[src/rtl/fetch_queue.sv]
// Prefetch FIFO between fetch and decode: stores {PC, instruction} pairs with a
// valid/ready head, full-stall, and flush. Optional same-cycle bypass: FETCH_QUEUE_BYPASS_EN.
module fetch_queue #(
  parameter int DEPTH   = 4,
  parameter int INSTR_W = 9,
  parameter int PC_W    = 8
) (
  input  logic                     clock,
  input  logic                     reset,
  input  logic                     in_valid,
  input  logic [PC_W-1:0]          in_pc,
  input  logic [INSTR_W-1:0]       in_instr,
  input  logic                     flush,
  input  logic                     out_ready,
  output logic                     out_valid,
  output logic [PC_W-1:0]          out_pc,
  output logic [INSTR_W-1:0]       out_instr,
  output logic                     stall,
  output logic [$clog2(DEPTH):0]   count
);

  localparam int AW = $clog2(DEPTH);
  localparam int CW = AW + 1;

  logic [AW-1:0]      wr_ptr_q, wr_ptr_d;
  logic [AW-1:0]      rd_ptr_q, rd_ptr_d;
  logic [CW-1:0]      count_q, count_d;
  logic [PC_W-1:0]    pc_mem_q    [DEPTH];
  logic [PC_W-1:0]    pc_mem_d    [DEPTH];
  logic [INSTR_W-1:0] instr_mem_q [DEPTH];
  logic [INSTR_W-1:0] instr_mem_d [DEPTH];
  logic [DEPTH-1:0]   wr_en;

  logic not_empty;
  logic full;
  logic bypass_active;
  logic bypass_take;
  logic pop;
  logic push;

  always_comb begin
    not_empty = (count_q != '0);
    full      = (count_q == CW'(DEPTH));
`ifdef FETCH_QUEUE_BYPASS_EN
    bypass_active = ~not_empty & in_valid & ~flush;
`else
    bypass_active = 1'b0;
`endif
    // A bypassed entry that decode takes immediately never touches storage.
    bypass_take = bypass_active & out_ready;
    pop         = not_empty & out_ready & ~flush;
    push        = in_valid & ~flush & (~full | pop) & ~bypass_take;
  end

  always_comb begin
    if (flush) begin
      count_d  = '0;
      wr_ptr_d = '0;
      rd_ptr_d = '0;
    end else begin
      count_d  = count_q + CW'(push) - CW'(pop);
      wr_ptr_d = wr_ptr_q + AW'(push);
      rd_ptr_d = rd_ptr_q + AW'(pop);
    end
  end

  genvar gi;
  generate
    for (gi = 0; gi < DEPTH; gi++) begin : g_entry
      assign wr_en[gi] = push & (wr_ptr_q == AW'(gi));

      always_comb begin
        pc_mem_d[gi]    = pc_mem_q[gi];
        instr_mem_d[gi] = instr_mem_q[gi];
        if (wr_en[gi]) begin
          pc_mem_d[gi]    = in_pc;
          instr_mem_d[gi] = in_instr;
        end
      end

      always_ff @(posedge clock or posedge reset) begin
        if (reset) begin
          pc_mem_q[gi]    <= '0;
          instr_mem_q[gi] <= '0;
        end else begin
          pc_mem_q[gi]    <= pc_mem_d[gi];
          instr_mem_q[gi] <= instr_mem_d[gi];
        end
      end
    end
  endgenerate

  always_ff @(posedge clock or posedge reset) begin
    if (reset) begin
      count_q  <= '0;
      wr_ptr_q <= '0;
      rd_ptr_q <= '0;
    end else begin
      count_q  <= count_d;
      wr_ptr_q <= wr_ptr_d;
      rd_ptr_q <= rd_ptr_d;
    end
  end

  // Head data is forced to zero when nothing is presented.
  always_comb begin
    out_valid = not_empty | bypass_active;
    out_pc    = '0;
    out_instr = '0;
    if (not_empty) begin
      out_pc    = pc_mem_q[rd_ptr_q];
      out_instr = instr_mem_q[rd_ptr_q];
    end else if (bypass_active) begin
      out_pc    = in_pc;
      out_instr = in_instr;
    end
    stall = full;
    count = count_q;
  end

endmodule

[config.mk]
export PLATFORM = sky130hd
export DESIGN_NAME = fetch_queue
export DESIGN_NICKNAME = d
export VERILOG_FILES = /design/src/rtl/fetch_queue.sv
export SDC_FILE = /design/constraint.sdc
export NUM_CORES = 1
export LEC_CHECK = 0
export ABC_AREA = 1
export CAP_MARGIN = 20
export CELL_PAD_IN_SITES_DETAIL_PLACEMENT = 2
export CELL_PAD_IN_SITES_GLOBAL_PLACEMENT = 2
export CORE_UTILIZATION = 30
export DETAILED_ROUTE_END_ITERATION = 12
export HOLD_SLACK_MARGIN = 0.1
export PLACE_DENSITY = 0.84
export SYNTH_ARGS = -nofsm -noshare
export SYNTH_HDL_FRONTEND = slang
export SYNTH_SLANG_ARGS = --single-unit
export TNS_END_PERCENT = 30
[constraint.sdc]
create_clock -name clock -period 3.2 [get_ports clock]
set_input_delay 0.48 -clock clock [delete_from_list [all_inputs] [get_ports clock]]
set_output_delay 0.48 -clock clock [all_outputs]
set_load 0.05 [all_outputs]
==> impl_metrics.ini, run 1 <==
[logic_synthesis]
synthAdderAreaFrac_pct = 1.45
synthSimpleGateAreaFrac_pct = 38.6
synth_seq_cells = 75
syn_area_per_cell_um2 = 7.85
yosysUniqueCellTypes = 22
yosysSeqAreaShare_pct = 47.4
synth_top_family_by_area = simple AND/OR/NAND/NOR gates
synth_compound_area_share_pct = 4.55
synthCells = 504
yosys_warnings = 0
muxShareOfSynthArea_pct = 0
synth_area_mm2 = 0.00396
synth_xor_xnor_area_share_pct = 0.442
synth_nets = 530

[timing]
timing.final.crit_period_ns = 2.51
clock_skew_ns = 0.00571
rsz0062_at_grt = false
max-slew-margin-rel_pct = 55.9
hold_viol = 0
tightest_slew_ns = 0.661
max_freq_mhz = 399
min_period_over_period_pct = 78.4
setup-violations-final = 0
finalSetupTns_ns = 0
timing.hold.ws_ns = 0.470
slew_viol_final = 0

[floorplan]
floorplan.initialDensity_pct = 31.1
die_w_um = 117
pin_count = 44
die_area_mm2 = 0.0137
coreArea_mm2 = 0.0127
die_h_um = 117
rows = 41

[clock_tree]
cts-root-buf = clkbuf_16
cts-resized-gates = 0
post-cts-setup-buffer-count = 0
clkLatencyLatePin_ns = 0.34
cts_num_sinks = 75
htreeDepth = 3
cts_buffer_depth = 2
holdBufCountCts = 0
cts_tree = done
cts_buffers = 9
clkTransAtPathRegs_ns = 0.06

[finish]
drive_gt1_share_pct = 10.1
post-route-util_pct = 37.1
register_area_mm2 = 0.00188
multiInputGateArea_mm2 = 0.00179
n_antenna_cell = 0
layout_common_cells = nand2_1, dfrtp_1, nand4_1, nor2_1, clkdlybuf4s50_1
area_growth_pct = 19.2
fill_cells = 1516
layout_commonest_cell = nand2_1
layout.nets = 556

[power_and_ir_drop]
ir_drop_mv = 0.369
powerDensity_mw_per_mm2 = 796
power.leakage_nw = 2.37
finalPower_mw = 3.76

[route]
vias = 3710
wl_per_cell_um = 19.8
wl_um = 14000
drc = 0
viasPerCell = 5.25
drtIter0Drc = 168
drtAntennaViolNets = 0
drtPass1Iterations = 6

[min_path]
hp-class = reg -> reg
hold_start = instr_mem_q[8]

[global_route]
first_global_vias = 4226
grt.total_usage_pct = 22.5
grt_pass1_wl_um = 22600
antenna_found_initial = 0
grt_max_degree = 39
overflow = 0

[setup_path]
cp_top_family = buffers and inverters
arrival_ns = 2.03
reg2reg_setup_slack_ns = 1.18
critical_path_buf_inv_count = 3
crit_start = rd_ptr_q[0]
crit_path_end_kind = output pin
slowest_delay_ns = 0.38
crit_fanout = 23
cp.required_ns = 2.72
path_class = reg -> out
cp_common_cell = nand2_1
timing.rr.start = count[1]
cp-start-kind = flop
crit_chain = inv_2 > buf_4 > nand2_1 > nand2_1 > nand2_1 > a21oi_1 > buf_4
slowest_stage = dfrtp_1

[status]
status = completed

[job]
max-cap-violations = 0

[placement]
hpwlAfterDp_um = 8910
place.gp.congestion = 0.742
port_buffers = 43
-- power by group --
| part | switching (mW) | internal [mW] |
|---|---|---|
| sequential | 0.157 | 1.19 |
| combinational | 0.933 | 0.375 |
| clock | 0.395 | 0.701 |
| total | 1.49 | 2.27 |
-- layout make-up --
type | instances | area share [%]
Tap cell | 172 | 4.56
Sequential cell | 75 | 39.8
Inverter | 18 | 1.43
Timing Repair Buffer | 51 | 9.76
Clock inverter | 2 | 1.27
Multi-Input combinational cell | 375 | 37.9
Clock buffer | 13 | 5.30
-- worst paths after layout --
check,to,depth (start not counted)
max,out_instr[0],7
min,instr_mem_q[8],2
max reg2reg,count[2],11
min reg2reg,instr_mem_q[8],2
max in group asynchronous,instr_mem_q[14],3
min in group asynchronous,instr_mem_q[32],2
-- per-stage QoR --
step | instance area [µm²] | std cells | setup slack (ns)
3_5_place_dp | 4410 | 691 | 0.562
3_3_place_gp | 4410 | 691 | 0.751
4_1_cts | 4720 | 706 | 0.649
2_1_floorplan | 3960 | 504 | 0.372
5_1_grt | 4720 | 706 | 0.548
6_report | 4720 | 706 | 0.691
-- worst reg2reg max path, delay by kind of cell (launching register included) --
family,cells,cell delay [ns]
AND/OR/NAND/NOR,8,0.92
adder cells (fa/ha/maj),2,0.54
buffers and inverters,1,0.05
flip-flops,1,0.46
-- state kept, by name, summed over array words and instances (netlist names) --
| signal | count |
|---|---|
| instr_mem_q | 36 |
| count | 3 |
| pc_mem_q | 32 |
| wr_ptr_q | 2 |
| rd_ptr_q | 2 |
-- cells in the mapped netlist --
cell / instances / area, µm²
nand4_1: 69 / 432
xnor2_1: 1 / 8.76
fa_1: 1 / 20.0
nor3_1: 1 / 5.00
clkbuf_1: 4 / 15.0
buf_2: 19 / 95.1
a21oi_1: 18 / 90.1
nor2_8: 2 / 40.0
dfrtp_1: 75 / 1880
buf_6: 6 / 67.6
nand3_4: 4 / 70.1
inv_1: 11 / 41.3
o21ai_0: 5 / 25.0
nand3_1: 2 / 10.0
xor2_1: 1 / 8.76
nor2_1: 42 / 158
nor2_4: 2 / 22.5
o21ai_1: 13 / 65.1
ha_1: 3 / 37.5
buf_4: 7 / 52.6
inv_2: 7 / 26.3
nand2_1: 211 / 792
-- logic make-up (layout without fill, tap and decap cells) --
logic type	count (synthesis)	count (layout)
simple gates	333	333
fa+ha+maj	4	4
flops	75	75
xor+xnor	2	2
buf+inv	54	84
compound gates	36	36
-- routing by layer --
metal	vias up	part of all wire, %	global-route usage [%]	wire, µm
met2	68	52	41.7	7300
met4	0	1.8	8.02	249
met1	1915	43	26.3	6000
li1	1712	-	-	-
met3	15	3.2	3.50	447
met5	-	0	0	0
(Power assumes the default switching activity.)
==> run 2: changes to the inputs <==
--- a/config.mk
+++ b/config.mk
@@ -12,7 +12,7 @@
 export CORE_UTILIZATION = 30
 export DETAILED_ROUTE_END_ITERATION = 12
 export HOLD_SLACK_MARGIN = 0.1
-export PLACE_DENSITY = 0.84
+export PLACE_DENSITY = 0.87
 export SYNTH_ARGS = -nofsm -noshare
 export SYNTH_HDL_FRONTEND = slang
 export SYNTH_SLANG_ARGS = --single-unit
==> constraint.sdc (replaced) <==
create_clock -name clock -period 2.1 [get_ports clock]
set_input_delay 0.315 -clock clock [delete_from_list [all_inputs] [get_ports clock]]
set_output_delay 0.315 -clock clock [all_outputs]
set_load 0.05 [all_outputs]
==> run 2 against run 1 <==
Sequential cell count did not move. First-iteration DRC count is 12% lower. Sequential power grew 54%. Clock power rose by 45%. Final area up 8.1%. Clock-buffer cell count down 2. Die area unchanged. Combinational power up 76%. Final cell count increased by 3.0%. Clock skew barely moved. Critical path depth down 1. Setup slack worse by 0.61 ns. Largest cell class is now multi-input combinational cells. Highest routed layer unchanged.
==> impl_metrics.ini, run 2 (synthesized netlist as in run 1, its figures left out) <==
[finish]
largest_register = instr_mem_q
largest_reg_flops = 36
n_antenna_cell = 0
layout_common_cells = nand2_1, dfrtp_1, nand4_1, nor2_1, buf_4
layout_commonest_cell = nand2_1
finalInstanceArea_mm2 = 0.00510
fill_cells = 1472
layout.nets = 576
drive_gt1_share_pct = 18.4
area_growth_pct = 28.8

[timing]
hold_viol = 0
max-slew-margin-rel_pct = 66.3
timing.hold.ws_ns = 0.426
slew_viol_final = 0
tightest_slew_ns = 0.506
rsz0062_at_grt = true
max_freq_mhz = 495
setup-violations-final = 0
clock_skew_ns = 0.00550
min_period_over_period_pct = 96.3
timing.final.crit_period_ns = 2.02

[setup_path]
cp-start-kind = flop
reg2reg_depth = 11
reg2reg_setup_slack_ns = 0.27
crit_path_end_kind = output pin
arrival_ns = 1.71
worstSetupEndpoint = out_pc[5]
crit_fanout = 18
path_class = reg -> out
cp.required_ns = 1.78
crit_start = rd_ptr_q[0]
timing.rr.end = count[2]
timing.rr.start = count[1]

[status]
status = completed

[floorplan]
pin_count = 44
die_area_mm2 = 0.0137
floorplan.initialDensity_pct = 31.1
die_h_um = 117
rows = 41
die_w_um = 117
coreArea_mm2 = 0.0127

[power_and_ir_drop]
power.leakage_nw = 2.50
powerDensity_mw_per_mm2 = 1170
ir_drop_mv = 0.678
finalPower_mw = 5.97

[placement]
port_buffers = 43
hpwlAfterDp_um = 9710
placed_cell_area_mm2 = 0.00476
place.gp.congestion = 0.771

[clock_tree]
cts-root-buf = clkbuf_16
cts_num_sinks = 75
post-cts-setup-buffer-count = 0
htreeDepth = 3
clkTransAtPathRegs_ns = 0.06
holdBufCountCts = 0
cts_buffer_depth = 2
clkLatencyLatePin_ns = 0.35
cts_tree = done
cts_buffers = 9

[route]
viasPerCell = 5.21
drtAntennaViolNets = 0
wl_per_cell_um = 19.9
drc = 0
drtPass1Iterations = 4
vias = 3788
wl_um = 14500
drtIter0Drc = 148

[global_route]
grt_pass1_wl_um = 23000
antenna_found_initial = 0
overflow = 0
grt_max_degree = 76
grt.total_usage_pct = 23.1
first_global_vias = 4325

[min_path]
hp-class = in -> async

[job]
max-cap-violations = 0
==> run 2: changes by cell type in the layout (fill, tap and decap cells not counted), sizes merged <==
cell | previous run | this run
inv | 18 | 17
bufinv | 2 | 1
clkdlybuf4s50 | 26 | 24
buf | 25 | 46
clkbuf | 13 | 11
clkinv | 0 | 3
clkinvlp | 0 | 2
dlygate4sd2 | 0 | 1
==> run 2: layer usage <==
metal	wire length, µm	vias to the layer above	track usage [%]
met1	6160	1948	26.6
met5	0	-	0
li1	-	1756	-
met3	480	20	5.51
met4	245	0	7.93
met2	7600	64	42.1
==> run 2: stage by stage <==
step	util, %	setup TNS [ns]	setup WS [ns]	cells
3_5_place_dp	37.4	-0.313	-0.145	711
6_report	40.1	0	0.0780	727
4_1_cts	39.9	0	0.00227	727
5_1_grt	40.1	-0.00218	-0.00218	727
3_3_place_gp	37.4	-0.0205	-0.0205	711
2_1_floorplan	-	0	0.0158	504
==> run 2: critical path: stages (launching register included) <==
cell	delay [ns]
dfrtp_2	0.44
buf_6	0.23
nor2_1	0.07
nor2_1	0.11
o21ai_1	0.11
a21oi_4	0.17
buf_4	0.23
==> run 2: how the worst min path moves through the flow <==
stage | startpoint | to | slack [ns] | cells past startpoint
after floorplan | instr_mem_q[8] | instr_mem_q[8] | 0.44 | 2
after global placement | instr_mem_q[8] | instr_mem_q[8] | 0.45 | 2
after detailed placement | pc_mem_q[28] | pc_mem_q[28] | 0.46 | 2
after CTS | reset | instr_mem_q[32] | 0.45 | 3
after global routing | reset | instr_mem_q[32] | 0.47 | 3
final | reset | instr_mem_q[32] | 0.43 | 3
==> run 2: area by class of cell <==
class                           count  area, µm²  share of cell area (%)
Sequential cell                    75       1880                    36.9
Clock inverter                      5       52.6                    1.03
Clock buffer                       11        243                    4.76
Timing Repair Buffer               71        694                    13.6
Inverter                           18       78.8                    1.55
Tap cell                          172        215                    4.22
Multi-Input combinational cell    375       1930                    37.9
==> run 2: where the power goes <==
group | internal [mW] | total (mW) | switching [mW]
combinational | 0.733 | 2.31 | 1.57
clock | 0.947 | 1.59 | 0.642
sequential | 1.82 | 2.08 | 0.252
total | 3.50 | 5.97 | 2.47
==> run 2: what timing repair did <==
item / 4_1_cts / 5_1_grt
gates resized for setup: 7 / 10
setup endpoints to repair: 11 / 17
pin swaps: 0 / 1
==> run 3: changes to the inputs <==
--- a/config.mk
+++ b/config.mk
@@ -6,9 +6,11 @@
 export NUM_CORES = 1
 export LEC_CHECK = 0
 export ABC_AREA = 1
+export ABC_CLOCK_PERIOD_IN_PS = 2100
 export CAP_MARGIN = 20
 export CELL_PAD_IN_SITES_DETAIL_PLACEMENT = 2
 export CELL_PAD_IN_SITES_GLOBAL_PLACEMENT = 2
+export CORE_ASPECT_RATIO = 0.75
 export CORE_UTILIZATION = 30
 export DETAILED_ROUTE_END_ITERATION = 12
 export HOLD_SLACK_MARGIN = 0.1
==> run 3 against run 2 <==
The flow now finishes with violations (negative setup slack). Final area is 1.8% higher. Clock power hardly changed. First-iteration DRC count is 94% higher. Routed wire length is 23% higher. Setup slack worse by 0.11 ns. Power is 4.0% higher. Maximum frequency is 5.1% lower. Hold slack worse by 0.053 ns. Core utilization is 1.2 points higher. Sequential cell count stayed put. Combinational power is 8.7% higher. Via count is 7.3% higher. Largest cell class unchanged. Largest power group unchanged.
==> impl_metrics.ini, run 3 (synthesized netlist as in run 1, its figures left out) <==
[setup_path]
crit_fanout = 17
slowest_delay_ns = 0.46
critical_path_buf_inv_count = 3
arrival_ns = 1.82
timing.rr.start = count[1]
crit_chain = buf_12 > clkbuf_16 > nand2_1 > nand2_1 > nand2_1 > a21oi_4 > buf_4
slowest_stage = dfrtp_2
crit_start = rd_ptr_q[0]
crit_path_end_kind = output pin
cp.required_ns = 1.78
path_class = reg -> out
cp_common_cell = nand2_1
cp-start-kind = flop
cp_top_family = buffers and inverters

[clock_tree]
cts_buffer_depth = 2
cts_buffers = 9
cts_num_sinks = 75
clkLatencyLatePin_ns = 0.35
clkTransAtPathRegs_ns = 0.06
htreeDepth = 3
cts_tree = done
holdBufCountCts = 0
cts-root-buf = clkbuf_16

[floorplan]
coreArea_mm2 = 0.0126
floorplan.initialDensity_pct = 31.5
rows = 35
pin_count = 44
die_w_um = 135
die_area_mm2 = 0.0137
die_h_um = 101

[global_route]
antenna_found_initial = 0
grt_pass1_wl_um = 25800
grt_max_degree = 73
grt.total_usage_pct = 25.5
overflow = 0
first_global_vias = 4499

[finish]
drive_gt1_share_pct = 18.2
fin_cells = 721
area_growth_pct = 31.2
largest_reg_flops = 36
largest_register = instr_mem_q
layout.nets = 578
layout_commonest_cell = nand2_1
n_antenna_cell = 0
layout_common_cells = nand2_1, dfrtp_1, nand4_1, nor2_1, buf_4

[route]
vias = 4066
viasPerCell = 5.64
drtAntennaViolNets = 0
wl_um = 17800
drtPass1Iterations = 5
wl_met3_um = 822
drtIter0Drc = 287
drc = 0
wl_met2_um = 8850
topRoutingLayerUsed = met4
wl_per_cell_um = 24.7
routedLengthMet1_um = 7640

[placement]
port_buffers = 43
hpwlAfterDp_um = 9560
placed_cells = 703
place.gp.congestion = 0.743

[job]
max-cap-violations = 0

[timing]
final.setup.worst_slack_ns = -0.0308
min_period_over_period_pct = 101
finalSetupTns_ns = -0.0308
setup-violations-final = 1
tightest_slew_ns = 0.586
max-slew-margin-rel_pct = 60.8
timing.hold.ws_ns = 0.373
slew_viol_final = 0
max_freq_mhz = 469
clock_skew_ns = 0.00690
hold_viol = 0
timing.final.crit_period_ns = 2.13

[power_and_ir_drop]
ir_drop_mv = 0.446
powerDensity_mw_per_mm2 = 1200
power.leakage_nw = 2.55

[min_path]
hp-class = in -> async

[status]
failed_checks = negative setup slack
status = complete, but fails checks
==> run 3: cell types whose count changed in the layout (fill, tap and decap cells not counted), sizes merged <==
cell,delta
clkinvlp,-1
inv,-1
clkbuf,+2
==> run 3: worst paths after layout <==
path	end	slack, ns	cells past startpoint
setup / recovery	out_instr[2]	-0.03	7
hold reg to reg	instr_mem_q[35]	0.47	2
hold / removal	pc_mem_q[26]	0.37	2
setup reg to reg	count[2]	0.13	11
min in group clock	instr_mem_q[35]	0.47	2
max in group asynchronous	instr_mem_q[14]	1.10	3
==> run 3: through the flow <==
step	power (mW)	instance area, µm²	setup slack, ns	utilization [%]
4_1_cts	6.05	5100	0.00307	40.5
2_1_floorplan	3.58	4110	0.0158	-
3_3_place_gp	4.23	4780	0.0261	38.1
6_report	6.21	5190	-0.0308	41.3
3_5_place_dp	4.38	4780	-0.102	38.1
5_1_grt	6.46	5190	-0.0507	41.3
==> run 3: layout make-up <==
class	count	area [µm²]
multi-input combinational	375	1940
clock buffer	11	243
clock inverter	3	40.0
inverter	18	81.3
tap	166	208
sequential	75	1880
fill	1375	7380
timing repair buffer	73	801
==> run 3: power by group <==
| part | internal [mW] | leakage, nW | switching, mW |
|---|---|---|---|
| Clock | 0.936 | 0.141 | 0.629 |
| Sequential | 1.82 | 0.978 | 0.307 |
| Combinational | 0.784 | 1.43 | 1.73 |
| Total | 3.54 | 2.55 | 2.66 |
==> run 3: timing repair <==
item                                    in CTS  in global routing
endpoints found under the setup margin      18                 11
gates resized for setup                      8                  8
hold endpoints to repair                     0                  0
cloned                                       0                  2
buffers inserted                             1                  1
==> run 3: routing by layer <==
metal,global-route usage [%],vias to the layer above
met5,0,-
met4,9.59,0
met3,4.85,40
met2,45.0,131
met1,31.1,2146
li1,-,1749
